$ cat src/rtl/vend_ctrl.sv
// vend_ctrl: top-level sequencer for the vending datapath.
//   Accumulates coin credit, accepts a product selection against a fixed
//   price table, drives the dispense mechanism through a req/ack handshake
//   with timeout, then pays out change one coin at a time via the hopper.
//
// Ports:
//   clk        system clock, rising edge
//   rst        asynchronous active-high reset
//   coin[1:0]  coin event: 00 none, 01 = 1 unit, 10 = 2 units, 11 = 5 units
//   sel_valid  one-cycle selection strobe, sel[1:0] = product index
//   cancel     one-cycle refund request
//   disp_ack   dispense mechanism finished
//   chg_ack    hopper ejected the requested coin
//   disp_req   dispense request (level), disp_id = product being dispensed
//   chg_req    change coin request (level), chg_coin = coin code to eject
//   credit     current credit in coin units
//   reject     pulse: coin presented last cycle was refused
//   insuf      pulse: selection refused for low credit
//   fault      pulse: disp_ack timed out
//   busy       high while vending or paying change
module vend_ctrl #(
  parameter int CW         = 4,
  parameter int MAX_CREDIT = 15,
  parameter int PRICE0     = 3,
  parameter int PRICE1     = 5,
  parameter int PRICE2     = 7,
  parameter int PRICE3     = 9,
  parameter int ACK_TO     = 255
) (
  input  logic          clk,
  input  logic          rst,
  input  logic [1:0]    coin,
  input  logic          sel_valid,
  input  logic [1:0]    sel,
  input  logic          cancel,
  input  logic          disp_ack,
  input  logic          chg_ack,
  output logic          disp_req,
  output logic [1:0]    disp_id,
  output logic          chg_req,
  output logic [1:0]    chg_coin,
  output logic [CW-1:0] credit,
  output logic          reject,
  output logic          insuf,
  output logic          fault,
  output logic          busy
);

  localparam int TW = $clog2(ACK_TO + 1);
  localparam logic [CW:0] MAX_W = (CW+1)'(MAX_CREDIT);
  localparam logic [4*CW-1:0] PRICE_VEC =
    {CW'(PRICE3), CW'(PRICE2), CW'(PRICE1), CW'(PRICE0)};

  typedef enum logic [1:0] {ST_IDLE, ST_CREDIT, ST_VEND, ST_CHANGE} state_t;

  state_t         state_q, state_d;
  logic [CW-1:0]  credit_q, credit_d;
  logic [TW-1:0]  cnt_q, cnt_d;
  logic           disp_req_q, disp_req_d;
  logic [1:0]     disp_id_q, disp_id_d;
  logic           chg_req_q, chg_req_d;
  logic [1:0]     chg_coin_q, chg_coin_d;
  logic           reject_q, reject_d;
  logic           insuf_q, insuf_d;
  logic           fault_q, fault_d;
  logic           busy_q, busy_d;

  logic [CW-1:0]  price_tbl [4];
  logic [CW-1:0]  price_sel;
  logic [CW:0]    coin_sum;
  logic [CW:0]    chg_val;
  logic [CW:0]    refund_sum;
  logic           accept_coin;

  for (genvar gi = 0; gi < 4; gi++) begin : g_price
    assign price_tbl[gi] = PRICE_VEC[gi*CW +: CW];
  end

  function automatic logic [CW:0] coin_val(input logic [1:0] c);
    case (c)
      2'b01:   coin_val = (CW+1)'(1);
      2'b10:   coin_val = (CW+1)'(2);
      2'b11:   coin_val = (CW+1)'(5);
      default: coin_val = '0;
    endcase
  endfunction

  assign price_sel  = price_tbl[sel];
  assign coin_sum   = {1'b0, credit_q} + coin_val(coin);
  assign chg_val    = coin_val(chg_coin_q);
  assign refund_sum = {1'b0, credit_q} + {1'b0, price_tbl[disp_id_q]};

  always_comb begin
    state_d     = state_q;
    credit_d    = credit_q;
    cnt_d       = cnt_q;
    disp_req_d  = disp_req_q;
    disp_id_d   = disp_id_q;
    chg_req_d   = chg_req_q;
    chg_coin_d  = chg_coin_q;
    reject_d    = 1'b0;
    insuf_d     = 1'b0;
    fault_d     = 1'b0;
    accept_coin = 1'b0;

    case (state_q)
      ST_IDLE: begin
        // Zero credit can never cover a price; cancel has nothing to refund.
        insuf_d     = sel_valid;
        accept_coin = 1'b1;
      end
      ST_CREDIT: begin
        if (cancel) begin
          state_d  = ST_CHANGE;
          reject_d = (coin != 2'b00);
        end else if (sel_valid && (credit_q >= price_sel)) begin
          credit_d   = credit_q - price_sel;
          disp_id_d  = sel;
          disp_req_d = 1'b1;
          cnt_d      = '0;
          state_d    = ST_VEND;
          reject_d   = (coin != 2'b00);
        end else begin
          insuf_d     = sel_valid;
          accept_coin = 1'b1;
        end
      end
      ST_VEND: begin
        reject_d = (coin != 2'b00);
        if (disp_ack) begin
          // Ack takes precedence over a timeout landing in the same cycle.
          disp_req_d = 1'b0;
          state_d    = ST_CHANGE;
        end else if (cnt_q == TW'(ACK_TO - 1)) begin
          fault_d    = 1'b1;
          disp_req_d = 1'b0;
          credit_d   = (refund_sum > MAX_W) ? CW'(MAX_CREDIT) : refund_sum[CW-1:0];
          state_d    = ST_CHANGE;
        end else begin
          cnt_d = cnt_q + 1'b1;
        end
      end
      ST_CHANGE: begin
        reject_d = (coin != 2'b00);
        if (chg_req_q) begin
          // Request drops for one cycle after each ack before re-evaluating.
          if (chg_ack) begin
            credit_d  = credit_q - chg_val[CW-1:0];
            chg_req_d = 1'b0;
          end
        end else if (credit_q == '0) begin
          state_d = ST_IDLE;
        end else begin
          chg_req_d = 1'b1;
          if ({1'b0, credit_q} >= (CW+1)'(5))      chg_coin_d = 2'b11;
          else if ({1'b0, credit_q} >= (CW+1)'(2)) chg_coin_d = 2'b10;
          else                                     chg_coin_d = 2'b01;
        end
      end
      default: state_d = ST_IDLE;
    endcase

    if (accept_coin && (coin != 2'b00)) begin
      if (coin_sum <= MAX_W) begin
        credit_d = coin_sum[CW-1:0];
        state_d  = ST_CREDIT;
      end else begin
        reject_d = 1'b1;
      end
    end

    busy_d = (state_d == ST_VEND) || (state_d == ST_CHANGE);
  end

  always_ff @(posedge clk or posedge rst) begin
    if (rst) begin
      state_q    <= ST_IDLE;
      credit_q   <= '0;
      cnt_q      <= '0;
      disp_req_q <= 1'b0;
      disp_id_q  <= 2'b00;
      chg_req_q  <= 1'b0;
      chg_coin_q <= 2'b00;
      reject_q   <= 1'b0;
      insuf_q    <= 1'b0;
      fault_q    <= 1'b0;
      busy_q     <= 1'b0;
    end else begin
      state_q    <= state_d;
      credit_q   <= credit_d;
      cnt_q      <= cnt_d;
      disp_req_q <= disp_req_d;
      disp_id_q  <= disp_id_d;
      chg_req_q  <= chg_req_d;
      chg_coin_q <= chg_coin_d;
      reject_q   <= reject_d;
      insuf_q    <= insuf_d;
      fault_q    <= fault_d;
      busy_q     <= busy_d;
    end
  end

  assign disp_req = disp_req_q;
  assign disp_id  = disp_id_q;
  assign chg_req  = chg_req_q;
  assign chg_coin = chg_coin_q;
  assign credit   = credit_q;
  assign reject   = reject_q;
  assign insuf    = insuf_q;
  assign fault    = fault_q;
  assign busy     = busy_q;

endmodule

$ cat config.mk
export PLATFORM = sky130hd
export DESIGN_NAME = vend_ctrl
export DESIGN_NICKNAME = d
export VERILOG_FILES = /design/src/rtl/vend_ctrl.sv
export SDC_FILE = /design/constraint.sdc
export NUM_CORES = 1
export LEC_CHECK = 0
export CAP_MARGIN = 40
export CORE_MARGIN = 10
export CORE_UTILIZATION = 30
export DETAILED_ROUTE_END_ITERATION = 7
export GPL_ROUTABILITY_DRIVEN = 0
export RECOVER_POWER = 100
export SLEW_MARGIN = 20
export SYNTH_ARGS = -nofsm -noshare
export SYNTH_HDL_FRONTEND = slang
export SYNTH_SLANG_ARGS = --single-unit
$ cat constraint.sdc
create_clock -name clk -period 5.4 [get_ports clk]
set_input_delay 1.08 -clock clk [delete_from_list [all_inputs] [get_ports clk]]
set_output_delay 1.08 -clock clk [all_outputs]
set_load 0.02 [all_outputs]
==> results.py, run 1 <==
metrics = {
    "floorplan": {
        "die-area_mm2": 0.00978,
        "die_h_um": 98.9,
        "io_pins": 24,
        "core_area_mm2": 0.00599,
        "fp-row-count": 28,
        "start_util_pct": 31.2,
        "die_w_um": 98.9,
    },
    "finish": {
        "drive_gt1_share_pct": 6.31,
        "final_cell_mix": "dfrtp_1 (24), nor2_1 (22), ha_1 (17)",
        "diodes": 0,
        "final_util_pct": 36.7,
        "n_fill_cell": 613,
        "final_common_cell": "dfrtp_1",
        "syn2layout_area_growth_pct": 17.9,
        "final_cells": 297,
        "finish.net_count": 254,
    },
    "global_route": {
        "grt_pass1_vias": 1562,
        "grt_pass1_wl_mm": 7.91,
        "grt.total_usage_pct": 9.60,
        "antenna_found_initial": 0,
        "grt_max_degree": 15,
        "overflow": 0,
    },
    "pwr": {
        "power_mw": 1.20,
        "peakVddDrop_uv": 206,
        "p_leak_nw": 0.959,
        "p_per_area_mw_per_mm2": 547,
    },
    "sta": {
        "finalSetupViolations": 0,
        "clock_skew_ns": 0.00168,
        "slew_headroom_pct": 19.6,
        "holdWs_ns": 0.495,
        "hold_violations": 0,
        "fin_tns_setup_ns": 0,
        "slew_violations": 0,
        "tightest_slew_ns": 1.20,
        "rsz0062_at_grt": "false",
        "finalCritPeriodShare_pct": 75.6,
        "fmaxAchievable_mhz": 245,
        "period_needed_ns": 4.08,
    },
    "setup_path": {
        "worstSetupPathType": "in2reg",
        "reg2reg_slack_ns": 2.24,
        "worstSetupStartpointType": "primary input",
        "required_ns": 5.57,
        "r2r_end": "disp_id[1]",
        "worstRegToRegCells": 6,
        "crit_fanout": 13,
        "startpoint": "sel[0]",
        "end_kind": "flop",
        "crit_arrival_ns": 4.26,
        "r2r_start": "credit[1]",
    },
    "detailed_routing": {
        "postRouteAntennaNets": 0,
        "vias": 1551,
        "drtPass1Iterations": 4,
        "wl_mm": 4.57,
        "routedWlPerCell_um": 15.4,
        "first_iter_violations": 128,
        "route.detailed.drc": 0,
        "via_per_inst": 5.22,
    },
    "yosys": {
        "synth_edf_count": 0,
        "synth.cell_area_mm2": 0.00187,
        "synth_top_flop_cell": "dfrtp_1",
        "ys_ff_latch": 24,
        "avgSynthCellArea_um2": 9.33,
        "yosysSeqAreaShare_pct": 32.2,
        "synth.distinct_cells": 47,
        "synthArstFlopShare_pct": 100,
        "ys_warn_count": 0,
        "ys_top_cells_by_area": "dfrtp_1 (32%), ha_1 (11%), xor2_1 (4.7%), nor2_1 (4.4%), fa_1 (4.3%)",
        "yosys.area.top_type": "dfrtp_1",
        "synth_nets": 231,
        "synthCells": 200,
        "synth_top_cell_area_share_pct": 32.2,
    },
    "clock_network": {
        "clock_latency_ns": 0.28,
        "cts_resized": 0,
        "tritoncts": "built",
        "postCtsSetupBuffers": 0,
        "clock-root-buffer": "clkbuf_8",
        "cts-hold-fix-buffers": 0,
        "ctsHtreeMaxLevel": 1,
        "cts_buffers": 3,
        "cts_sinks": 24,
        "clock_path_buffers": 2,
        "path_clk_slew_ns": 0.10,
    },
    "placement": {
        "port_buffers": 23,
        "dp_cells": 293,
        "hpwl_mm": 3.47,
    },
    "job": {
        "max_cap_viol_count": 0,
    },
    "min_path": {
        "min_path_type": "reg2reg",
        "hold_path_end": "disp_req",
        "worstHoldPathCells": 1,
        "hp-start": "disp_req",
    },
    "outcome": {
        "status": "complete, no violations",
    },
}
## area by class of cell
class | instances | area [um^2] | area share [%]
Multi-Input combinational cell | 159 | 1160 | 52.7
Sequential cell | 24 | 601 | 27.3
Timing Repair Buffer | 24 | 234 | 10.6
Tap cell | 75 | 93.8 | 4.26
Clock buffer | 3 | 41.3 | 1.88
Inverter | 11 | 41.3 | 1.88
Clock inverter | 1 | 30.0 | 1.36
## cell families after synthesis
kind of cell               count (synthesis)  share of synthesized area (%)
and+or+nand+nor                           72                           21.3
AOI/OAI and AO/OA                         48                           18.0
DFF                                       24                           32.2
adders and majority gates                 21                           15.7
buffers and inverters                     17                           3.95
xor gates and xnor gates                  14                           6.57
muxes                                      4                           2.35
## metal layers
metal / GRT usage, % / wire, um / up-vias
met5: 0 / 0 / -
met4: 3.64 / 74 / 0
met3: 1.82 / 257 / 4
met2: 14.9 / 2120 / 48
met1: 12.8 / 2120 / 737
li1: - / - / 762
## where the power goes
part	switching, mW	internal [mW]
Sequential	0.129	0.238
Clock	0.0667	0.0993
Combinational	0.367	0.305
## sequential cells by signal, summed over array words and instances (netlist names)
name	count
cnt_q	8
chg_req	1
disp_req	1
chg_coin	2
credit	4
fault	1
reject	1
busy	1
disp_id	2
state_q	2
insuf	1
## how the worst max path moves through the flow
stage | end | slack [ns] | depth (start not counted)
after floorplan | credit[3] | 2.67 | 8
after global routing | disp_id[1] | 1.06 | 8
after CTS | disp_id[1] | 1.93 | 8
after detailed placement | disp_id[1] | 1.63 | 8
final | disp_id[1] | 1.32 | 8
after global placement | disp_id[1] | 1.71 | 8
## worst max-delay path, stage by stage
cell	delay [ns]
dlygate4sd3_1	0.62
ha_1	0.31
inv_1	0.04
ha_1	0.32
o211ai_1	0.15
a21boi_0	0.30
nor4b_2	1.02
mux2_2	0.42
## per-stage QoR
step	setup slack (ns)	area [um^2]
6_report	1.32	2200
5_1_grt	1.06	2200
2_1_floorplan	2.67	1870
3_5_place_dp	1.63	2170
3_3_place_gp	1.71	2160
4_1_cts	1.93	2240
## synth_stat cells (all sizes together) (2+ instances only)
cell    count
a41oi       2
o21ai       9
nand4       6
inv        11
fa          4
clkbuf      3
nand3       8
and3        2
dfrtp      24
nor2b       2
ha         17
nand3b      2
a21oi      14
o221ai      2
xor2       10
nor3        5
xnor2       4
buf         3
a21o        4
nand2b      4
mux2        3
a22oi       2
a31oi       3
nor2       22
o211ai      4
and2        3
nand2      14
No activity file was read; power rests on OpenSTA's default activity.
==> run 2: changes to the inputs <==
clock period = 4.1 ns   (was 5.4 ns; I/O delays follow)
==> run 2 against run 1 <==
- global-route usage down 0.057 points
- largest cell class unchanged
- register-to-register slack worse by 0.87 ns
- worst hold slack better by 0.0094 ns
- clock power up 30%
- sequential share of layout area down 0.29 points
- cell count up 0.67%
- critical path depth up 2
- critical path type unchanged
- combinational power up 35%
- die area unchanged
==> results.py, run 2 (same netlist as run 1, synthesis figures left out) <==
metrics = {
    "clock_network": {
        "clock-root-buffer": "clkbuf_8",
        "path_clk_slew_ns": 0.09,
        "cts_buffers": 3,
        "clock_path_buffers": 2,
        "ctsHtreeMaxLevel": 1,
        "tritoncts": "built",
        "cts-hold-fix-buffers": 0,
        "cts_sinks": 24,
        "postCtsSetupBuffers": 0,
        "clock_latency_ns": 0.27,
        "cts_resized": 0,
    },
    "pwr": {
        "peakVddDrop_uv": 333,
        "power_mw": 1.61,
        "p_per_area_mw_per_mm2": 724,
        "p_leak_nw": 0.970,
    },
    "setup_path": {
        "reg2reg_slack_ns": 1.37,
        "worstRegToRegCells": 9,
        "worstSetupStartpointType": "primary input",
        "crit_arrival_ns": 3.55,
        "required_ns": 4.27,
        "end_kind": "flop",
        "crit_fanout": 9,
        "worstSetupPathType": "in2reg",
        "r2r_end": "credit[2]",
        "r2r_start": "credit[1]",
    },
    "floorplan": {
        "io_pins": 24,
        "fp-row-count": 28,
        "die_h_um": 98.9,
        "die_w_um": 98.9,
        "die-area_mm2": 0.00978,
        "core_area_mm2": 0.00599,
        "start_util_pct": 31.2,
    },
    "outcome": {
        "status": "complete, no violations",
    },
    "sta": {
        "slew_headroom_pct": 44.7,
        "finalSetupViolations": 0,
        "finalCritPeriodShare_pct": 82.4,
        "period_needed_ns": 3.38,
        "tightest_slew_ns": 0.823,
        "clock_skew_ns": 0.00349,
        "rsz0062_at_grt": "false",
        "fin_tns_setup_ns": 0,
        "fmaxAchievable_mhz": 296,
        "slew_violations": 0,
        "hold_violations": 0,
    },
    "min_path": {
        "worstHoldPathCells": 1,
        "hold_path_end": "disp_req",
        "min_path_type": "reg2reg",
        "hp-start": "disp_req",
    },
    "finish": {
        "largest_register": "cnt_q",
        "diodes": 0,
        "largest_reg_flops": 8,
        "final_cell_mix": "dfrtp_1 (24), nor2_1 (22), ha_1 (17)",
        "n_fill_cell": 600,
        "finish.net_count": 256,
        "drive_gt1_share_pct": 7.14,
        "syn2layout_area_growth_pct": 19.2,
        "final_common_cell": "dfrtp_1",
        "final_area_mm2": 0.00222,
    },
    "global_route": {
        "antenna_found_initial": 0,
        "grt.total_usage_pct": 9.55,
        "overflow": 0,
        "grt_pass1_vias": 1625,
        "grt_max_degree": 15,
        "grt_pass1_wl_mm": 7.91,
    },
    "detailed_routing": {
        "routedWlPerCell_um": 15.6,
        "via_per_inst": 5.20,
        "drtPass1Iterations": 4,
        "route.detailed.drc": 0,
        "first_iter_violations": 74,
        "wl_mm": 4.68,
        "vias": 1554,
        "postRouteAntennaNets": 0,
    },
    "placement": {
        "hpwl_mm": 3.57,
        "port_buffers": 23,
        "place_area_mm2": 0.00219,
    },
    "job": {
        "max_cap_viol_count": 0,
    },
}
run 2: cell count changes in the layout (fill, tap and decap cells not counted):
cell / change
nor4b_2: -1
buf_4: +1
a21oi_1: -1
and2_0: -1
and2_1: +1
clkbuf_1: +1
a21oi_2: +1
nor4b_4: +1
run 2: how the worst max path moves through the flow:
stage             from   endpoint  slack [ns]
3_3_place_gp    sel[0]   cnt_q[0]        0.81
4_1_cts         sel[0]   cnt_q[0]         1.0
3_5_place_dp    sel[0]   cnt_q[0]        0.69
6_report        sel[0]   cnt_q[0]        0.72
5_1_grt         sel[0]   cnt_q[0]        0.53
2_1_floorplan  coin[0]  credit[3]        1.63
run 2: power by group:
part	internal, mW	leakage, nW	switching, mW
Clock	0.131	0.0357	0.0842
Combinational	0.410	0.645	0.499
Sequential	0.314	0.289	0.173
Total	0.854	0.970	0.757
run 2: area by class of cell:
cell class                 count  area [um^2]  area share (%)
clock buffer                   3         41.3            1.86
sequential                    24          601            27.0
timing repair buffer          26          245            11.0
multi-input combinational    159         1170            52.7
clock inverter                 1         30.0            1.35
inverter                      11         41.3            1.86
tap                           75         93.8            4.22
run 2: worst max-delay path: stages:
cell           delay (ns)
dlygate4sd3_1        0.62
ha_1                 0.32
inv_1                0.05
ha_1                 0.32
o211ai_1             0.15
a21boi_0             0.32
nor4b_4              0.40
buf_4                0.24
nor2_1               0.05
mux2_2               0.27
run 2: routing by layer:
| layer | share of wire [%] | global-route usage [%] |
|---|---|---|
| met1 | 49 | 12.2 |
| met2 | 45 | 15.8 |
| met3 | 3.9 | 1.40 |
| met4 | 1.6 | 3.53 |
| met5 | 0 | 0 |
run 2: through the flow:
step	util (%)	hold WS, ns	worst slack [ns]	std cells
global route	37.1	0.542	0.533	299
CTS	37.7	0.514	0.996	299
finish	37.1	0.504	0.720	299
global placement	36.3	0.494	0.811	294
detailed placement	36.5	0.492	0.695	295
floorplan	-	0.504	1.63	200
==> run 3: changes to the inputs <==
clock period = 3.2 ns   (was 4.1 ns; I/O delays follow)
==> run 3 against run 2 <==
- combinational power rose by 31%
- critical path type unchanged
- first-iteration DRC count rose by 27%
- worst setup slack got worse by 0.37 ns
- sequential share of layout area fell by 0.29 points
- worst hold slack got worse by 0.015 ns
- sequential power rose by 21%
- count of clock-buffer cells in the layout did not move
- largest power group unchanged
- total power rose by 27%
- design area rose by 1.1%
- wire length fell by 4.2%
- via count fell by 0.64%
==> results.py, run 3 (same netlist as run 1, synthesis figures left out) <==
metrics = {
    "outcome": {
        "status": "complete, no violations",
    },
    "detailed_routing": {
        "postRouteAntennaNets": 0,
        "vias": 1544,
        "routedWlPerCell_um": 14.9,
        "drtPass1Iterations": 4,
        "wl_mm": 4.48,
        "route.detailed.drc": 0,
        "via_per_inst": 5.15,
        "first_iter_violations": 94,
    },
    "finish": {
        "final_cell_mix": "dfrtp_1 (24), nor2_1 (22), ha_1 (17)",
        "multi_input_area_mm2": 0.00119,
        "largest_reg_flops": 8,
        "syn2layout_area_growth_pct": 20.4,
        "diodes": 0,
        "drive_gt1_share_pct": 8.00,
        "finish.net_count": 257,
        "seq_area_um2": 601,
        "final_common_cell": "dfrtp_1",
        "n_fill_cell": 607,
        "largest_register": "cnt_q",
        "final_util_pct": 37.5,
    },
    "clock_network": {
        "clock-root-buffer": "clkbuf_8",
        "cts_buffers": 3,
        "path_clk_slew_ns": 0.09,
        "cts_resized": 0,
        "cts_sinks": 24,
        "clock_path_buffers": 2,
        "clock_latency_ns": 0.27,
        "ctsHtreeMaxLevel": 1,
        "tritoncts": "built",
        "postCtsSetupBuffers": 0,
        "cts-hold-fix-buffers": 0,
    },
    "min_path": {
        "min_path_type": "reg2reg",
    },
    "pwr": {
        "peakVddDrop_uv": 368,
        "comb_power_share_pct": 58.1,
        "p_leak_nw": 0.986,
        "p_per_area_mw_per_mm2": 911,
        "power.internal_mw": 1.10,
        "switching_share_pct": 46.3,
        "seqPwrFrac_pct": 28.7,
        "clkPwrFrac_pct": 13.2,
        "netSwitchingPower_mw": 0.949,
    },
    "floorplan": {
        "fp-row-count": 28,
        "die_h_um": 98.9,
        "die-area_mm2": 0.00978,
        "core_area_mm2": 0.00599,
        "start_util_pct": 31.2,
        "io_pins": 24,
        "die_w_um": 98.9,
    },
    "job": {
        "max_cap_viol_count": 0,
    },
    "global_route": {
        "grt-busiest-layer": "met2",
        "overflow": 0,
        "grt_max_degree": 17,
        "grt_pass1_vias": 1599,
        "use_met2_pct": 14.0,
        "grt_pass1_wl_mm": 8.01,
        "grt.total_usage_pct": 9.56,
        "met1_usage_pct": 13.6,
        "grtUsageMet3_pct": 1.54,
        "antenna_found_initial": 0,
    },
    "sta": {
        "clock_skew_ns": 0.00791,
        "period_needed_ns": 2.85,
        "fmaxAchievable_mhz": 351,
        "hold_violations": 0,
        "slew_violations": 0,
        "fin_tns_setup_ns": 0,
        "finalSetupViolations": 0,
        "finalCritPeriodShare_pct": 89.0,
        "slew_headroom_pct": 40.9,
        "tightest_slew_ns": 0.886,
        "rsz0062_at_grt": "false",
    },
    "setup_path": {
        "worstSetupStartpointType": "primary input",
        "crit_fanout": 7,
        "required_ns": 3.37,
        "crit_arrival_ns": 3.01,
        "end_kind": "flop",
        "worstSetupPathType": "in2reg",
    },
    "placement": {
        "hpwl_mm": 3.58,
        "port_buffers": 23,
    },
}
run 3: through the flow:
step | setup slack, ns | std cells | area (um^2) | power, mW | hold WS (ns)
after CTS | 0.437 | 300 | 2280 | 2.11 | 0.501
final | 0.352 | 300 | 2250 | 2.05 | 0.489
after floorplan | 0.879 | 200 | 1870 | 1.44 | 0.504
after global placement | 0.190 | 295 | 2180 | 1.82 | 0.476
after global routing | 0.131 | 300 | 2250 | 2.27 | 0.538
after detailed placement | 0.116 | 296 | 2210 | 1.84 | 0.479
run 3: per-layer routing:
layer,part of all wire (%),up-vias,routed length (um)
met1,48,726,2150
met3,5.1,4,229
met2,46,40,2070
met5,0,-,0
li1,-,774,-
met4,0.60,0,27
run 3: final cells by class:
type / instances / share of cell area [%]
timing repair buffer: 27 / 11.1
inverter: 11 / 1.84
clock buffer: 3 / 1.84
sequential: 24 / 26.7
tap: 75 / 4.17
clock inverter: 1 / 1.34
multi-input combinational: 159 / 53.0
run 3: final timing paths:
kind	startpoint	to	slack [ns]	depth (start not counted)
worst max-delay path	sel[0]	disp_id[1]	0.35	8
worst min-delay path	disp_req	disp_req	0.49	1
worst max register to register	credit[1]	credit[3]	0.64	8
worst min register to register	disp_req	disp_req	0.49	1
max in group asynchronous	rst	credit[3]	1.31	3
min in group asynchronous	rst	insuf	0.77	2
run 3: power groups by stage:
stage	combinational, mW	clock, mW	sequential [mW]
after floorplan	0.830	0	0.613
after global placement	1.22	0	0.601
after detailed placement	1.24	0	0.602
after CTS	1.24	0.278	0.595
after global routing	1.36	0.289	0.617
final	1.19	0.270	0.588
run 3: worst max-delay path, cell delays in order:
cell,delay [ns]
dlygate4sd3_1,0.61
ha_1,0.31
inv_1,0.04
ha_1,0.33
o211ai_2,0.14
a21boi_2,0.18
nor4b_4,0.38
mux2_2,0.38
==> RTL change 1 (settings of run 3) <==
Register the output `fault` once more, without a reset; this adds one clock of latency there. The other outputs are not delayed to match.
--- a/src/rtl/vend_ctrl.sv
+++ b/src/rtl/vend_ctrl.sv
@@ -207,7 +207,9 @@
   assign credit   = credit_q;
   assign reject   = reject_q;
   assign insuf    = insuf_q;
-  assign fault    = fault_q;
+  always_ff @(posedge clk) begin
+    fault <= fault_q;
+  end
   assign busy     = busy_q;
 
 endmodule
Function: same outputs for any inputs over 10 cycles, from zero or initial values and one cycle with rst high; that may be too few to reach the edited logic, so the function may still have changed.
==> RTL change 1 against run 3 <==
Worst hold slack worse by 0.14 ns; sequential cell count is 1 higher; routed wire length is 2.4% lower; count of clock-buffer cells in the layout stayed put; worst setup slack worse by 0.048 ns; total power is 3.4% lower; non-clock buffer count is 1 lower; cell area is 0.33% lower; register-to-register slack better by 0.06 ns; area after synthesis is 1.1% higher; die area is 0.85% higher; critical path type unchanged; critical endpoint unchanged; highest routed layer unchanged.
==> RTL change 1: results (changes against run 3) <==
main flop type after synthesis: sky130_fd_sc_hd__dfrtp_1
first-pass GRT wire length: 7560 um (-5.6%)
number of instances resized during post-cts repair: 0 (unchanged)
pre-CTS WS: 0.124 ns (+0.00762 ns)
number of enable flip-flop cells after synthesis: 0 (unchanged)
Max rail drop VDD: 356 uV (-3.3%)
post-CTS repair timing setup buffer count: 0 (unchanged)
Worst EP arrival: 3.06 ns (+0.05 ns)
first-iteration detailed-routing DRC count: 102 (+8.5%)
pin count of the biggest net entering global routing: 25 (+8)
# placed instances: 296 (unchanged)
Avg Cell Area, Syn: 9.39 um2 (+0.57%)
maximum clock path buffer count: 2 (unchanged)
average via count per standard cell: 5.06 (-1.7%)
vias in the first global route: 1516 (-5.2%)
min-delay worst type: reg -> reg
top register by number of flip-flops: cnt_q
count of warnings emitted by yosys: 0 (unchanged)
detailed-route wire length per cell: 14.6 um (-2.4%)
number of distinct library cells after synthesis: 48 (+2.1%)
Tot GR Track Use: 0.0900 (-0.00565)
worst max-slew margin expressed relative to the limit: 0.0737 (-0.335)
top cell types by occurrence after synthesis: sky130_fd_sc_hd__dfrtp_1, sky130_fd_sc_hd__nor2_1, sky130_fd_sc_hd__ha_1, sky130_fd_sc_hd__nand2_1, sky130_fd_sc_hd__a21oi_1
highest net fanout along the worst path: 13 (+6)
net switching component of the power: 946 uW (-0.37%)
HPWL reported at the end of detailed placement: 3390 um (-5.4%)
# nets final: 257 (unchanged)
global-route met3 utilization: 0.0187 (+0.00332)
clock root cell: sky130_fd_sc_hd__clkbuf_8
status: finished, final reports clean
total number of H-tree levels: 1 (unchanged)
largest cells by area after synthesis: sky130_fd_sc_hd__dfrtp_1, sky130_fd_sc_hd__ha_1, sky130_fd_sc_hd__xor2_1
total clock buffers created by CTS: 3 (unchanged)
static leakage power: 0.000980 uW (-0.62%)
max reg flops: 8 (unchanged)
count of fill cells added during filler insertion: 624 (+2.8%)
proportion of layout cells with a drive suffix above 1: 0.0800 (unchanged)
initial antenna violation count: 0 (unchanged)
post-route clock skew: 0.00696 ns (-0.000948 ns)
total nets after synthesis: 232 (+0.43%)
antenna diode count: 0 (unchanged)
count of buffers inserted at the top-level ports: 23 (unchanged)
clock latency reported for the late side of the worst-skew pair: 0.27 ns (about the same)
met1 usage in global routing: 0.119 (-0.0176)
met2 track utilization from global routing: 0.146 (+0.00551)
global route overflow: 0 (unchanged)
Seq/Total Area, Yosys: 0.329 (+0.00720)
Routed Wire Length: 4370 um (-2.4%)
clock-pin slew on the worst setup and hold paths: 0.09 ns (about the same)
share of synthesized registers carrying an async set or reset: 0.960 (-0.0400)
## RTL change 1: cell count changes after synthesis
| cell | before | now |
|---|---|---|
| sky130_fd_sc_hd__dfxtp_1 | 0 | 1 |
## RTL change 1: cell type report
cell class / instances / share of cell area
clock buffer: 3 / 0.0184
clock inverter: 1 / 0.00335
inverter: 11 / 0.0184
multi-input combinational: 159 / 0.530
sequential: 25 / 0.277
tap: 75 / 0.0419
timing repair buffer: 26 / 0.111
## RTL change 1: metrics by stage
stage               cell area (um2)  power, uW  hold slack (ns)  utilization
floorplan                      1890       1460            0.324            -
global placement               2200       1820            0.326        0.365
detailed placement             2200       1830            0.331        0.365
CTS                            2250       2040            0.355        0.373
global route                   2240       2190            0.369        0.372
finish                         2240       1980            0.348        0.372
## RTL change 1: final timing paths
check	end	start	depth (start not counted)	slack, ns
worst max-delay path	disp_id[1]	sel[0]	9	0.30
worst min-delay path	fault	fault_q	0	0.35
worst max register to register	credit[2]	credit[1]	8	0.70
worst min register to register	fault	fault_q	0	0.35
max in group asynchronous	cnt_q[4]	rst	3	1.13
min in group asynchronous	busy	rst	3	1.26
## RTL change 1: cells by family after synthesis
kind of cell             count (synthesis)  synth area share
AO/OA/AOI/OAI                           48             0.178
XOR/XNOR                                14            0.0650
adder cells (fa/ha/maj)                 21             0.155
buffers and inverters                   17            0.0391
flip-flops                              25             0.329
multiplexers                             4            0.0232
AND/OR/NAND/NOR                         72             0.211
## RTL change 1: power by group through the flow
stage | Clock (uW) | Combinational [uW] | Sequential, uW
after floorplan | 0 | 830 | 626
final | 199 | 1150 | 627
after global placement | 0 | 1180 | 636
after detailed placement | 0 | 1190 | 639
after CTS | 209 | 1200 | 632
after global routing | 216 | 1310 | 658
## RTL change 1: metal layers
metal  vias to the layer above  share of wire
met3                         2          0.037
met2                        15           0.47
met5                         -              0
li1                        770              -
met1                       730           0.48
met4                         0          0.010
## RTL change 1: worst max-delay path, cell delays in order
cell and delay, ns:
sky130_fd_sc_hd__dlygate4sd3_1 0.63, sky130_fd_sc_hd__ha_1 0.31, sky130_fd_sc_hd__inv_1 0.03, sky130_fd_sc_hd__ha_1 0.31, sky130_fd_sc_hd__o211ai_1 0.15, sky130_fd_sc_hd__a21boi_2 0.19, sky130_fd_sc_hd__nor4b_4 0.20, sky130_fd_sc_hd__buf_4 0.24
sky130_fd_sc_hd__mux2_2 0.34
==> RTL change 2 (config.mk and constraints of run 3) <==
Without the edit above. Change the parameter `CW` from 4 to 5.
--- a/src/rtl/vend_ctrl.sv
+++ b/src/rtl/vend_ctrl.sv
@@ -19,7 +19,7 @@
 //   fault      pulse: disp_ack timed out
 //   busy       high while vending or paying change
 module vend_ctrl #(
-  parameter int CW         = 4,
+  parameter int CW         = 5,
   parameter int MAX_CREDIT = 15,
   parameter int PRICE0     = 3,
   parameter int PRICE1     = 5,
Ports: changed (resized credit); port bits go from 24 to 25. No check against the original RTL was run, so the function may have changed too.
==> RTL change 2 against run 3 <==
Cell area rose by 11%; largest power group unchanged; sequential power shrank 3%; clock power fell by 27%; sequential cell count is 1 higher; total power increased by 13%; worst setup slack got worse by 0.27 ns; routed wire length up 25%; combinational power up 29%; area after synthesis up 6.8%; register-to-register slack got worse by 0.25 ns; via count grew 17%; global-route usage increased by 1.8 points.
==> RTL change 2: results (changes against run 3) <==
status: finished, final reports clean
portion of total power attributed to combinational logic: 0.668 (+0.087)
cell with the largest stage delay on the worst path: sky130_fd_sc_hd__or4_4
Worst-Margin Slew: 1.48 ns (+0.597 ns)
first-pass GRT wire length: 9500 um (+19%)
antenna diode count: 0 (unchanged)
top cell types by occurrence after synthesis: sky130_fd_sc_hd__nor2_1, sky130_fd_sc_hd__dfrtp_1, sky130_fd_sc_hd__nand2_1, sky130_fd_sc_hd__ha_1, sky130_fd_sc_hd__a21oi_1
number of distinct library cells after synthesis: 50 (+6.4%)
share of synthesized registers carrying an async set or reset: 1.00 (unchanged)
# nets final: 300 (+17%)
Max rail drop VDD: 306 uV (-17%)
count of warnings emitted by yosys: 0 (unchanged)
Internal Dissipation: 1210 uW (+10%)
share of power burned in the clock network: 0.085 (-0.047)
placed cell areas: 0.00246 mm2 (+12%)
min-delay worst type: reg -> reg
clock root cell: sky130_fd_sc_hd__clkbuf_8
# placed instances: 340 (+15%)
register-to-register path setup slack: 0.39 ns (-0.25 ns)
reg-to-reg startpoint: credit[0]
static leakage power: 0.00112 uW (+14%)
footprint of the flip-flops and latches: 626 um2 (+4.2%)
Routed Wire Length: 5590 um (+25%)
count of fill cells added during filler insertion: 670 (+10%)
post-route clock skew: 0.00673 ns (-0.00117 ns)
clock latency reported for the late side of the worst-skew pair: 0.28 ns
largest cells by area after synthesis: sky130_fd_sc_hd__dfrtp_1, sky130_fd_sc_hd__ha_1, sky130_fd_sc_hd__nor2_1
proportion of layout cells with a drive suffix above 1: 0.116 (+0.0357)
crit path from: sel[0]
main flop type after synthesis: sky130_fd_sc_hd__dfrtp_1
CP endpoint: credit[3]
total vias in the final route: 1804 (+17%)
highest net fanout along the worst path: 7 (unchanged)
Tot GR Track Use: 0.114 (+0.0181)
detailed-route wire length per cell: 16.2 um (+8.6%)
first-iteration detailed-routing DRC count: 149 (+59%)
number of cells traversed by the worst register-to-register path: 9 (+1)
pin count of the biggest net entering global routing: 26 (+9)
total clock buffers created by CTS: 3 (unchanged)
Worst EP arrival: 3.34 ns (+0.33 ns)
Seq/Total Area, Yosys: 0.314 (-0.00784)
dominant delay contributor by cell family on the critical path: compound AO/OA/AOI/OAI gates
count of buffers inserted at the top-level ports: 24 (+4.3%)
total nets after synthesis: 257 (+11%)
Pwr per Cell Area: 925 mW/mm2 (+1.5%)
HPWL reported at the end of detailed placement: 4250 um (+19%)
Avg Cell Area, Syn: 8.82 um2 (-5.5%)
largest incremental delay on the critical path: 0.56 ns (-0.05 ns)
vias in the first global route: 1899 (+19%)
RTL change 2: cell families after synthesis:
family | share of synthesized area
AO/OA/AOI/OAI | 0.200
multiplexers | 0.0163
flip-flops | 0.314
AND/OR/NAND/NOR | 0.221
XOR/XNOR | 0.0527
buffers and inverters | 0.0490
adder cells (fa/ha/maj) | 0.147
RTL change 2: layer usage:
metal / global-route usage / wire [um] / up-vias
met3: 0.0245 / 267 / 4
met1: 0.154 / 2770 / 865
met4: 0.0289 / 51 / 0
li1: - / - / 893
met5: 0 / 0 / -
met2: 0.179 / 2510 / 42
RTL change 2: area by class of cell:
type / count / area share
Timing Repair Buffer: 48 / 0.160
Clock buffer: 4 / 0.0180
Sequential cell: 25 / 0.250
Multi-Input combinational cell: 179 / 0.516
Tap cell: 77 / 0.0385
Inverter: 12 / 0.0180
RTL change 2: worst min-delay path by stage:
| stage | startpoint | end |
|---|---|---|
| 2_1_floorplan | cnt_q[0] | cnt_q[0] |
| 5_1_grt | chg_coin[1] | chg_coin[1] |
| 3_5_place_dp | disp_req | disp_req |
| 6_report | disp_req | disp_req |
| 4_1_cts | disp_req | disp_req |
| 3_3_place_gp | disp_req | disp_req |
RTL change 2: repair_timing:
action                                  in CTS  in global routing
gates resized for setup                      3                  3
cloned                                       0                  0
pin swaps                                    4                  4
buffers inserted                             1                  0
endpoints found under the setup margin       3                  4
RTL change 2: metrics by stage:
step	TNS [ns]	worst slack (ns)	hold slack, ns
final	0	0.0834	0.539
after floorplan	0	0.0706	0.509
after global routing	0	0.0110	0.576
after detailed placement	-1.36	-0.419	0.524
after global placement	-1.15	-0.342	0.512
after CTS	0	0.0185	0.545
